===== config.mk =====
export PLATFORM = sky130hd
export DESIGN_NAME = btn_conditioner
export DESIGN_NICKNAME = d
export VERILOG_FILES = /design/src/rtl/btn_conditioner.sv
export SDC_FILE = /design/constraint.sdc
export NUM_CORES = 1
export LEC_CHECK = 0
export ABC_CLOCK_PERIOD_IN_PS = 2900
export BUFFER_PORTS_ARGS = -buffer_cell sky130_fd_sc_hd__buf_2
export CELL_PAD_IN_SITES_DETAIL_PLACEMENT = 0
export CELL_PAD_IN_SITES_GLOBAL_PLACEMENT = 1
export CORE_MARGIN = 2
export CORE_UTILIZATION = 50
export CTS_CLUSTER_SIZE = 24
export DETAILED_ROUTE_END_ITERATION = 12
export MAX_ROUTING_LAYER = met4
export PLACE_DENSITY_LB_ADDON = 0.1
export SLEW_MARGIN = 5
export SYNTH_ARGS = -nofsm -noshare
export SYNTH_HDL_FRONTEND = slang
export SYNTH_SLANG_ARGS = --single-unit
export TNS_END_PERCENT = 50

===== constraint.sdc =====
create_clock -name clk -period 2.9 [get_ports clk]
set_input_delay 0.29 -clock clk [delete_from_list [all_inputs] [get_ports clk]]
set_output_delay 0.29 -clock clk [all_outputs]
set_load 0.02 [all_outputs]

===== src/rtl/btn_conditioner.sv =====
// Multi-channel push-button front end: 2-flop sync, debounce, press/release pulses, auto-repeat.
// Latency: 2+DB_CYCLES edges from a clean pad edge to level and its press/release pulse.
// No backpressure: pulses are one-cycle events and are dropped (not deferred) while pause=1.
module btn_conditioner #(
    parameter int             NCH           = 5,
    parameter int             DB_CYCLES     = 500000,
    parameter int             REPEAT_DELAY  = 20000000,
    parameter int             REPEAT_PERIOD = 5000000,
    parameter logic [NCH-1:0] REPEAT_MASK   = 5'b01110
) (
    input  logic           clk,
    input  logic           sw_rst,
    input  logic           pause,
    input  logic [NCH-1:0] btn_in,
    output logic [NCH-1:0] level,
    output logic [NCH-1:0] press,
    output logic [NCH-1:0] released
);

    localparam int DB_RD   = (DB_CYCLES > REPEAT_DELAY) ? DB_CYCLES : REPEAT_DELAY;
    localparam int CNT_MAX = (DB_RD > REPEAT_PERIOD) ? DB_RD : REPEAT_PERIOD;
    localparam int CW      = $clog2(CNT_MAX);

    localparam logic [CW-1:0] DB_LAST = CW'(DB_CYCLES - 1);
    localparam logic [CW-1:0] RD_LAST = CW'(REPEAT_DELAY - 1);
    localparam logic [CW-1:0] RP_LAST = CW'(REPEAT_PERIOD - 1);

    typedef enum logic [1:0] {
        IDLE,
        DELAY,
        REPEAT
    } rep_state_t;

    logic [NCH-1:0] sync1;
    logic [NCH-1:0] sync2;
    logic [CW-1:0]  db_cnt   [NCH];
    logic [CW-1:0]  rc       [NCH];
    rep_state_t     rep_state[NCH];

    logic [NCH-1:0] db_hit;
    logic [NCH-1:0] rise;
    logic [NCH-1:0] fall;
    logic [NCH-1:0] rep_fire;

    // Decode the events that the next edge will commit, from registered state only.
    always_comb begin
        db_hit   = '0;
        rise     = '0;
        fall     = '0;
        rep_fire = '0;
        for (int i = 0; i < NCH; i++) begin
            db_hit[i] = (sync2[i] != level[i]) && (db_cnt[i] == DB_LAST);
            rise[i]   = db_hit[i] && !level[i];
            fall[i]   = db_hit[i] && level[i];
            // A repeat landing on the release edge is swallowed so only the release is seen.
            if (REPEAT_MASK[i] && !pause && !fall[i]) begin
                case (rep_state[i])
                    DELAY:   rep_fire[i] = (rc[i] == RD_LAST);
                    REPEAT:  rep_fire[i] = (rc[i] == RP_LAST);
                    default: rep_fire[i] = 1'b0;
                endcase
            end
        end
    end

    always_ff @(posedge clk or negedge sw_rst) begin
        if (!sw_rst) begin
            sync1    <= '0;
            sync2    <= '0;
            level    <= '0;
            press    <= '0;
            released <= '0;
            for (int i = 0; i < NCH; i++) begin
                db_cnt[i]    <= '0;
                rc[i]        <= '0;
                rep_state[i] <= IDLE;
            end
        end else begin
            sync1    <= btn_in;
            sync2    <= sync1;
            press    <= pause ? '0 : (rise | rep_fire);
            released <= pause ? '0 : fall;

            for (int i = 0; i < NCH; i++) begin
                if (sync2[i] != level[i]) begin
                    if (db_hit[i]) begin
                        level[i]  <= ~level[i];
                        db_cnt[i] <= '0;
                    end else begin
                        db_cnt[i] <= db_cnt[i] + 1'b1;
                    end
                end else begin
                    db_cnt[i] <= '0;
                end

                // Pause parks the FSM in IDLE; only a fresh rise can re-arm it afterwards.
                if (!REPEAT_MASK[i] || pause || fall[i]) begin
                    rep_state[i] <= IDLE;
                    rc[i]        <= '0;
                end else begin
                    case (rep_state[i])
                        IDLE: begin
                            rc[i] <= '0;
                            if (rise[i]) rep_state[i] <= DELAY;
                        end
                        DELAY: begin
                            if (rc[i] == RD_LAST) begin
                                rc[i]        <= '0;
                                rep_state[i] <= REPEAT;
                            end else begin
                                rc[i] <= rc[i] + 1'b1;
                            end
                        end
                        REPEAT: begin
                            if (rc[i] == RP_LAST) rc[i] <= '0;
                            else                  rc[i] <= rc[i] + 1'b1;
                        end
                        default: begin
                            rep_state[i] <= IDLE;
                            rc[i]        <= '0;
                        end
                    endcase
                end
            end
        end
    end

endmodule


==> results of run 1 <==
cells by family (layout without fill, tap and decap cells):
| logic type | Yosys count | after routing | synth area share |
|---|---|---|---|
| buffers and inverters | 77 | 138 | 0.0270 |
| adders and majority gates | 20 | 20 | 0.0216 |
| and+or+nand+nor | 638 | 638 | 0.283 |
| DFF | 231 | 231 | 0.500 |
| muxes | 6 | 6 | 0.00530 |
| xor gates and xnor gates | 188 | 188 | 0.142 |
| AOI/OAI and AO/OA | 33 | 33 | 0.0208 |
worst min path at each step:
| stage | end | depth (start not counted) | slack [ns] | from |
|---|---|---|---|---|
| after floorplan | db_cnt[0] | 0 | -0.006 | sw_rst |
| after global placement | db_cnt[90] | 1 | 0.23 | sw_rst |
| after detailed placement | db_cnt[90] | 1 | 0.23 | sw_rst |
| after CTS | press[2] | 2 | 0.20 | pause |
| after global routing | released[4] | 2 | 0.22 | pause |
| final | press[2] | 2 | 0.21 | pause |
cell usage in the layout, fill, tap and decap left out, drive strengths merged, types with 5 or more instances in the layout:
cell,netlist,final
nand2,87,87
nand4,49,49
dlygate4sd3,0,6
and2,10,10
a21oi,7,7
xor2,83,83
or4b,5,5
and3,29,29
dfrtp,231,231
and4,20,20
nor4bb,5,5
o21ai,5,5
buf,9,41
o21a,6,6
nor4,52,52
nor4b,15,15
mux2i,5,5
nor3,58,58
clkbuf,25,46
ha,20,20
nand3,74,74
inv,41,42
or4,11,11
xnor2,105,105
or3,5,5
nor2,203,203
flip-flops by register name (all words and copies together), names as in the netlist:
register,cells
released,5
sync1,5
rc,75
press,5
rep_state,6
db_cnt,125
level,5
sync2,5
repair_timing:
| item | in CTS | in global routing |
|---|---|---|
| hold buffers | 6 | 0 |
| resized for setup | 0 | 0 |
| hold endpoints to repair | 50 | 0 |
where the power goes:
part / internal, mW / switching (mW)
Sequential: 3.25 / 0.0209
Combinational: 0.0460 / 0.119
Clock: 1.92 / 1.26
critical path, stage by stage (launching register included):
cell                      delay [ns]
sky130_fd_sc_hd__dfrtp_1        0.42
sky130_fd_sc_hd__or4b_1         0.52
sky130_fd_sc_hd__or3_1          0.35
sky130_fd_sc_hd__nor4_1         0.44
sky130_fd_sc_hd__or2_1          0.35
sky130_fd_sc_hd__buf_12         0.19
sky130_fd_sc_hd__nor2_1         0.06
area by class of cell:
class,instances,share of cell area
Clock inverter,3,0.00367
Tap cell,285,0.0275
Timing Repair Buffer,47,0.0278
Multi-Input combinational cell,885,0.422
Inverter,42,0.0122
Sequential cell,231,0.446
Clock buffer,46,0.0607
layer usage:
layer | GRT usage | vias to the layer above | part of all wire
met3 | 0.0286 | 21 | 0.031
met4 | 0.0384 | 0 | 0.015
li1 | - | 4212 | -
met1 | 0.294 | 4033 | 0.52
met5 | - | - | 0
met2 | 0.301 | 95 | 0.44
stage by stage:
| step | setup slack (ns) | total power [mW] | hold WS (ns) | std cells | cell area, µm² |
|---|---|---|---|---|---|
| floorplan | 0.685 | 3.39 | -0.00559 | 1193 | 11600 |
| global placement | 0.516 | 3.49 | 0.226 | 1484 | 12100 |
| detailed placement | 0.482 | 3.49 | 0.227 | 1484 | 12100 |
| CTS | 0.445 | 6.73 | 0.196 | 1539 | 13000 |
| global route | 0.194 | 6.89 | 0.221 | 1539 | 13000 |
| finish | 0.445 | 6.62 | 0.207 | 1539 | 13000 |
==> flow_summary_export.csv, run 1 <==
group,metric,value,unit
yosys,synthesis.area_per_instance,9.70,µm²
yosys,synth-async-reset-ratio,1.00,
drt,routed_length_per_instance,14.7,µm
yosys,netlist_instances,1193,
hold_path,hold_class,"input pin to flip-flop",
setup_path,crit_path_capture_type,"flip-flop",
yosys,mappedNetlistArea,11600,µm²
yosys,synth_area_leaders,"sky130_fd_sc_hd__dfrtp_1, sky130_fd_sc_hd__xnor2_1, sky130_fd_sc_hd__nor2_1, sky130_fd_sc_hd__xor2_1, sky130_fd_sc_hd__nand3_1",
final_layout,fin_util,0.571,
sta,final.period_utilization,0.847,
drt,wirelength_routed,22700,µm
floorplan,fp.dieW,156,µm
clocking,clock_path_buffers,3,
setup_path,startpoint,"db_cnt[12]",
yosys,seq_area_frac_synth,0.500,
sta,report.final.slew_viol_count,0,
power_and_ir_drop,power.static_leakage,5.23,nW
sta,slew_headroom,0.597,
final_layout,fillCellCount,2022,
setup_path,timing.critical_path.from_type,"flip-flop",
power_and_ir_drop,vdd_ir_drop_max,0.000359,V
sta,rsz0062_at_grt,"no",
grt,first_global_vias,8300,
yosys,synth.lib_cells_used.distinct,53,
setup_path,crit-reg2reg-launch,"db_cnt[12]",
yosys,yosys_warnings,0,
clocking,cts_htree_levels,1,
setup_path,timing.rr.end,"db_cnt[3]",
yosys,library_cell_with_the_highest_instance_count_after_synthesis,"sky130_fd_sc_hd__dfrtp_1",
sta,final_period_minus_worst_setup_slack,2.45,ns
clocking,insertion_delay,0.53,ns
sta,setup_tns,0,ns
clocking,post-cts-setup-buffers,0,
sta,setup_violations,0,
yosys,postSynthRegisterBits,231,
drt,via_count,8361,
clocking,cts_buffers,27,
floorplan,floorplan_core_area,22700,µm²
clocking,clk_pin_slew_worst_paths,0.06,ns
setup_path,r2r_cells,6,
power_and_ir_drop,power_per_cell_area,510,nW/µm²
setup_path,critical_path_arrival,2.87,ns
final_layout,design.final.nets,1262,
drt,detailedRoute.firstIterationViolations,464,
final_layout,multi_input_area,5480,µm²
drt,drc_errors,0,
floorplan,fp.dieH,156,µm
sta,finClkSkew,0.0178,ns
final_layout,areaGrowthSynthToFinish,12.1,%
yosys,syn-num-nets,1221,
setup_path,timing.critical_path.to,"db_cnt[3]",
final_layout,layout-drive-gt1-share,0.0662,
floorplan,die_area,24400,µm²
sta,max_freq,407,MHz
drt,viasPerCell,5.43,
yosys,post-synth-top-area-fraction,0.500,
setup_path,worst-setup-path-type,"flip-flop to flip-flop",
grt,globalRouteOverflowTotal,0,
drt,drtAntennaViolNets,0,
grt,initial_antenna_violation_count,0,
yosys,synth_enable_flop_cells,0,
place,place.gp.congestion,0.787,
sta,worstMarginPinSlew,0.596,ns
floorplan,rows,55,
yosys,synth_top_cells_by_count,"sky130_fd_sc_hd__dfrtp_1, sky130_fd_sc_hd__nor2_1, sky130_fd_sc_hd__xnor2_1, sky130_fd_sc_hd__nand2_1, sky130_fd_sc_hd__xor2_1",
final_layout,diode_count,0,
yosys,synthFlopType,"sky130_fd_sc_hd__dfrtp_1",
clocking,clockRootBuffer,"sky130_fd_sc_hd__clkbuf_16",
setup_path,cp_data_required_time,3.32,ns
yosys,yosysTopAreaCell,"sky130_fd_sc_hd__dfrtp_1",
place,dp.final_hpwl,14800,µm
run,max_cap_violations,0,
place,port_buffers,22,
floorplan,floorplan.initialDensity,0.509,
clocking,cts.sinks,231,
sta,final_hold_viol_count,0,
grt,grt_first_pass_wirelength,40100,µm
run_status,outcome,"finished, final reports clean",
drt,first_pass_iters,4,
setup_path,r2r_setup_slack,0.45,ns
final_layout,seq_area,5780,µm²
clocking,cts_tree,"built",
grt,grt_start_max_net_pins,66,
grt,total_routing_usage_gr,0.201,
setup_path,critical_path.max_fanout,18,
floorplan,io_pins,23,
Note: power is estimated with default switching activity, not from simulation.
==> run 2, diff against run 1 <==
- ABC_CLOCK_PERIOD_IN_PS: 2900 -> 2350
- clock period: 2.9 -> 2.35 ns (I/O delays scaled with it)
==> flow_summary_export.csv, run 2 (synthesized netlist as in run 1, its figures left out) <==
group,metric,value,unit
power_and_ir_drop,netSwitchingFraction,0.218,
hold_path,hp-start,"pause",
setup_path,crit_path_capture_type,"flip-flop",
floorplan,floorplan_core_area,22700,µm²
clocking,clockRootBuffer,"sky130_fd_sc_hd__clkbuf_16",
setup_path,timing.rr.end,"press[2]",
power_and_ir_drop,final_total_pwr,8.39,mW
power_and_ir_drop,net-switching-power,1.83,mW
setup_path,timing.critical_path.from_type,"flip-flop",
hold_path,worstHoldPathCells,2,
power_and_ir_drop,p_int,6.56,mW
sta,final_period_minus_worst_setup_slack,2.26,ns
floorplan,floorplan.initialDensity,0.509,
drt,viasPerCell,5.45,
clocking,cts.sinks,231,
power_and_ir_drop,vdd_ir_drop_max,0.000492,V
power_and_ir_drop,power.static_leakage,5.41,nW
clocking,cts_htree_levels,1,
grt,total_routing_usage_gr,0.205,
final_layout,diode_count,0,
clocking,cts_buffers,27,
place,place.gp.congestion,0.783,
hold_path,holdPathEnd,"press[2]",
final_layout,layout_common_cells,"sky130_fd_sc_hd__dfrtp_1, sky130_fd_sc_hd__nor2_1, sky130_fd_sc_hd__xnor2_1, sky130_fd_sc_hd__nand2_1, sky130_fd_sc_hd__xor2_1",
power_and_ir_drop,power_per_cell_area,634,nW/µm²
grt,grt_first_pass_wirelength,40700,µm
power_and_ir_drop,seqPwrFrac,0.481,
place,port_buffers,22,
floorplan,io_pins,23,
final_layout,design.final.nets,1282,
drt,wirelength_routed,23200,µm
final_layout,register_with_the_most_flip_flops,"db_cnt",
setup_path,critical_path.max_fanout,2,
power_and_ir_drop,clkPwrFrac,0.493,
sta,max_freq,443,MHz
grt,grt_start_max_net_pins,60,
setup_path,r2r_setup_slack,0.09,ns
grt,initial_antenna_violation_count,0,
drt,drtAntennaViolNets,0,
sta,slew_headroom,0.635,
setup_path,worst-setup-path-type,"flip-flop to flip-flop",
final_layout,fin_util,0.582,
clocking,clk_pin_slew_worst_paths,0.06,ns
floorplan,rows,55,
grt,globalRouteOverflowTotal,0,
sta,setup_tns,0,ns
power_and_ir_drop,combinationalPowerShare,0.026,
clocking,cts_tree,"built",
drt,via_count,8500,
drt,detailedRoute.firstIterationViolations,406,
sta,report.final.slew_viol_count,0,
final_layout,reg_top3,"db_cnt: 125 flops, rc: 75 flops, rep_state: 6 flops",
floorplan,fp.dieW,156,µm
setup_path,crit-reg2reg-launch,"rc[60]",
setup_path,r2r_cells,5,
setup_path,cp_data_required_time,2.80,ns
sta,final.period_utilization,0.960,
sta,setup_violations,0,
drt,first_pass_iters,5,
floorplan,fp.dieH,156,µm
final_layout,layout_commonest_cell,"sky130_fd_sc_hd__dfrtp_1",
sta,finClkSkew,0.0192,ns
sta,rsz0062_at_grt,"no",
clocking,clock_path_buffers,3,
grt,first_global_vias,8359,
floorplan,die_area,24400,µm²
drt,routed_length_per_instance,14.9,µm
final_layout,layout-drive-gt1-share,0.0918,
run_status,outcome,"finished, final reports clean",
place,dp.final_hpwl,15400,µm
drt,drc_errors,0,
setup_path,critical_path_arrival,2.71,ns
run,max_cap_violations,0,
clocking,post-cts-setup-buffers,0,
sta,final_hold_viol_count,0,
clocking,insertion_delay,0.54,ns
sta,worstMarginPinSlew,0.546,ns
final_layout,areaGrowthSynthToFinish,14.3,%
final_layout,number_of_flip_flops_in_the_largest_register,125,
hold_path,hold_class,"input pin to flip-flop",
run 2: cell count changes in the layout (fill, tap and decap cells not counted), sizes merged:
| cell | before | now |
|---|---|---|
| clkinv | 2 | 11 |
| bufinv | 1 | 2 |
| clkinvlp | 0 | 1 |
| buf | 41 | 61 |
| clkbuf | 46 | 36 |
run 2: worst max path at each step:
stage	startpoint	endpoint	slack [ns]	cells after the start
final	rc[60]	press[2]	0.09	5
after global routing	rc[60]	press[2]	0.00001	5
after CTS	rc[60]	press[2]	0.05	5
after detailed placement	rc[60]	press[2]	0.1	5
after global placement	rc[60]	press[2]	0.11	5
after floorplan	rc[60]	rc[56]	0.14	6
run 2: stage by stage:
step / setup slack (ns) / hold WS [ns] / area (µm²) / instances
after global placement: 0.108 / 0.199 / 12300 / 1504
after CTS: 0.0482 / 0.130 / 13200 / 1560
after floorplan: 0.135 / -0.0606 / 11600 / 1193
after detailed placement: 0.0957 / 0.202 / 12300 / 1504
final: 0.0944 / 0.131 / 13200 / 1560
after global routing: 0.0000131 / 0.167 / 13200 / 1560
run 2: final cells by class:
cell class                      count  area, µm²
Multi-Input combinational cell    885       5490
Tap cell                          285        357
Inverter                           42        158
Fill cell                        2042       9480
Clock inverter                     14        126
Sequential cell                   231       5780
Timing Repair Buffer               67        561
Clock buffer                       36        759
run 2: what timing repair did:
action,CTS,global route
setup endpoints to repair,0,4
hold buffers,6,0
endpoints found under the hold margin,57,0
resized for setup,0,2
run 2: power groups by stage:
stage	logic (mW)	clock network, mW	registers, mW
finish	0.214	4.14	4.03
global route	0.249	4.42	4.04
CTS	0.225	4.25	4.03
detailed placement	0.216	0	4.11
global placement	0.215	0	4.11
floorplan	0.0785	0	4.10
run 2: worst max-delay path, cell delays in order, from the launching register on:
cell and delay (ns):
sky130_fd_sc_hd__dfrtp_1 0.38, sky130_fd_sc_hd__or4_1 0.53, sky130_fd_sc_hd__or4_4 0.55, sky130_fd_sc_hd__o22a_1 0.18, sky130_fd_sc_hd__or4_1 0.40, sky130_fd_sc_hd__a21oi_1 0.13
run 2: routing by layer:
| metal | routed length [µm] | GRT usage | vias to the layer above | part of all wire |
|---|---|---|---|---|
| met3 | 661 | 0.0275 | 48 | 0.028 |
| met1 | 11800 | 0.294 | 4093 | 0.51 |
| li1 | - | - | 4266 | - |
| met4 | 563 | 0.0550 | 0 | 0.024 |
| met2 | 10200 | 0.308 | 93 | 0.44 |
| met5 | 0 | - | - | 0 |
==> run 3, diff against run 2 <==
- CELL_PAD_IN_SITES_DETAIL_PLACEMENT: 0 -> 2
- CELL_PAD_IN_SITES_GLOBAL_PLACEMENT: 1 -> 2
- CORE_MARGIN: 2 -> unset
- CORE_UTILIZATION: 50 -> 41
==> flow_summary_export.csv, run 3 (synthesized netlist as in run 1, its figures left out) <==
group,metric,value,unit
power_and_ir_drop,power_per_cell_area,632,nW/µm²
final_layout,design_area,13500,µm²
sta,max_freq,442,MHz
setup_path,worstPathBufferInverterCount,1,
place,area_after_detailed_placement,12500,µm²
place,place.gp.congestion,0.779,
sta,final.period_utilization,0.963,
power_and_ir_drop,power.static_leakage,5.47,nW
final_layout,multi_input_area,5520,µm²
final_layout,fillCellCount,2921,
floorplan,fp.dieW,170,µm
setup_path,worst-setup-path-type,"flip-flop to flip-flop",
grt,first_global_vias,9923,
setup_path,cp_cell_sequence,"or4b_1 > or4_1 > o21a_1 > o21ai_2 > buf_12 > nor3_1",
sta,finClkSkew,0.00818,ns
drt,wirelength_routed,30900,µm
floorplan,rows,61,
drt,drtAntennaViolNets,0,
floorplan,fp.dieH,170,µm
final_layout,reg_top3,"db_cnt: 125 flops, rc: 75 flops, rep_state: 6 flops",
setup_path,highest_delay_cell_along_the_critical_path,"sky130_fd_sc_hd__or4b_1",
grt,globalRouteOverflowTotal,0,
sta,report.final.slew_viol_count,0,
drt,drc_errors,0,
setup_path,cp_data_required_time,2.77,ns
clocking,clk_pin_slew_worst_paths,0.06,ns
drt,dr_wl_met3,717,µm
final_layout,layout-drive-gt1-share,0.101,
sta,final_period_minus_worst_setup_slack,2.26,ns
final_layout,seq_area,5780,µm²
final_layout,areaGrowthSynthToFinish,16.4,%
grt,grt_start_max_net_pins,59,
grt,initial_antenna_violation_count,0,
drt,dr.max_layer_used,"met4",
grt,grt_first_pass_wirelength,51900,µm
floorplan,io_pins,23,
sta,worstMarginPinSlew,0.613,ns
clocking,clockRootBuffer,"sky130_fd_sc_hd__clkbuf_16",
clocking,cts.sinks,231,
drt,wl_met2,15500,µm
clocking,clock_path_buffers,3,
clocking,post-cts-setup-buffers,0,
drt,via_count,9028,
drt,wl_met1,14200,µm
run,max_cap_violations,0,
floorplan,die_area,28900,µm²
setup_path,critical_path.max_fanout,25,
sta,setup_tns,0,ns
clocking,cts_htree_levels,1,
final_layout,layout_common_cells,"sky130_fd_sc_hd__dfrtp_1, sky130_fd_sc_hd__nor2_1, sky130_fd_sc_hd__xnor2_1, sky130_fd_sc_hd__nand2_1, sky130_fd_sc_hd__xor2_1",
final_layout,register_with_the_most_flip_flops,"db_cnt",
setup_path,worst_path_largest_cell_delay,0.52,ns
floorplan,floorplan.initialDensity,0.416,
power_and_ir_drop,vdd_ir_drop_max,0.000568,V
final_layout,layout_commonest_cell,"sky130_fd_sc_hd__dfrtp_1",
final_layout,design.final.nets,1289,
setup_path,crit-reg2reg-launch,"rc[67]",
sta,rsz0062_at_grt,"no",
grt,total_routing_usage_gr,0.227,
sta,slew_headroom,0.590,
run_status,outcome,"finished, final reports clean",
clocking,insertion_delay,0.55,ns
drt,routed_length_per_instance,18.6,µm
drt,first_pass_iters,4,
sta,final_hold_viol_count,0,
clocking,cts_tree,"built",
setup_path,timing.critical_path.from_type,"flip-flop",
sta,setup_violations,0,
hold_path,hold_class,"input pin to flip-flop",
drt,detailedRoute.firstIterationViolations,324,
sta,postLayoutSetupSlackWorst,0.0876,ns
clocking,cts_buffers,27,
sta,hold_ws,0.128,ns
place,dpl_worst_slack,0.0407,ns
drt,viasPerCell,5.44,
setup_path,cpLargestDelayFamily,"simple AND/OR/NAND/NOR gates",
place,dp.final_hpwl,20600,µm
setup_path,crit_path_capture_type,"flip-flop",
floorplan,floorplan_core_area,27800,µm²
hold_path,hp-start,"pause",
place,port_buffers,22,
setup_path,startpoint,"rc[67]",
final_layout,number_of_flip_flops_in_the_largest_register,125,
final_layout,diode_count,0,
setup_path,critical_path_arrival,2.68,ns
==> run 3: changes by cell type in the layout (fill, tap and decap cells not counted), moves of 2 or more <==
cell,before,now
sky130_fd_sc_hd__clkbuf_8,5,9
sky130_fd_sc_hd__buf_4,32,38
sky130_fd_sc_hd__clkbuf_1,4,2
sky130_fd_sc_hd__clkinv_2,10,8
==> run 3: final cells by class <==
class | count | area share
Timing Repair Buffer | 74 | 0.0465
Clock buffer | 38 | 0.0599
Inverter | 42 | 0.0117
Sequential cell | 231 | 0.429
Multi-Input combinational cell | 885 | 0.410
Tap cell | 378 | 0.0351
Clock inverter | 11 | 0.00753
==> run 3: worst paths after layout <==
path	end	slack (ns)	cells after the start
worst max-delay path	rc[58]	0.09	6
worst min-delay path	press[2]	0.13	2
worst max register to register	rc[58]	0.09	6
worst min register to register	sync2[0]	0.35	0
max in group asynchronous	rc[49]	1.43	3
min in group asynchronous	db_cnt[90]	0.22	2
==> run 3: metrics by stage <==
stage	total power, mW	util	cells
after CTS	8.66	0.483	1659
final	8.51	0.485	1659
after detailed placement	4.34	0.448	1604
after floorplan	4.18	-	1193
after global routing	8.81	0.485	1659
after global placement	4.33	0.448	1604
==> run 3: metal layers <==
| metal | vias to the layer above | global-route usage |
|---|---|---|
| li1 | 4264 | - |
| met1 | 4658 | 0.289 |
| met2 | 66 | 0.390 |
| met3 | 40 | 0.0281 |
| met4 | 0 | 0.0439 |
| met5 | - | - |
==> run 3: repair_timing <==
action / 4_1_cts / 5_1_grt
hold buffers: 6 / 0
endpoints found under the hold margin: 58 / 0
setup endpoints to repair: 0 / 29
gates resized for setup: 0 / 8
==> run 3: worst reg2reg max path, delay by kind of cell (launching register included) <==
family                 cells  cell delay [ns]
buffers and inverters      1             0.19
DFF                        1             0.37
and+or+nand+nor            3             1.12
AOI/OAI and AO/OA          2             0.44
==> run 3: power breakdown <==
| part | total, mW | switching [mW] | internal (mW) |
|---|---|---|---|
| Clock | 4.24 | 1.73 | 2.51 |
| Sequential | 4.04 | 0.0293 | 4.01 |
| Combinational | 0.232 | 0.163 | 0.0686 |
| Total | 8.51 | 1.93 | 6.58 |
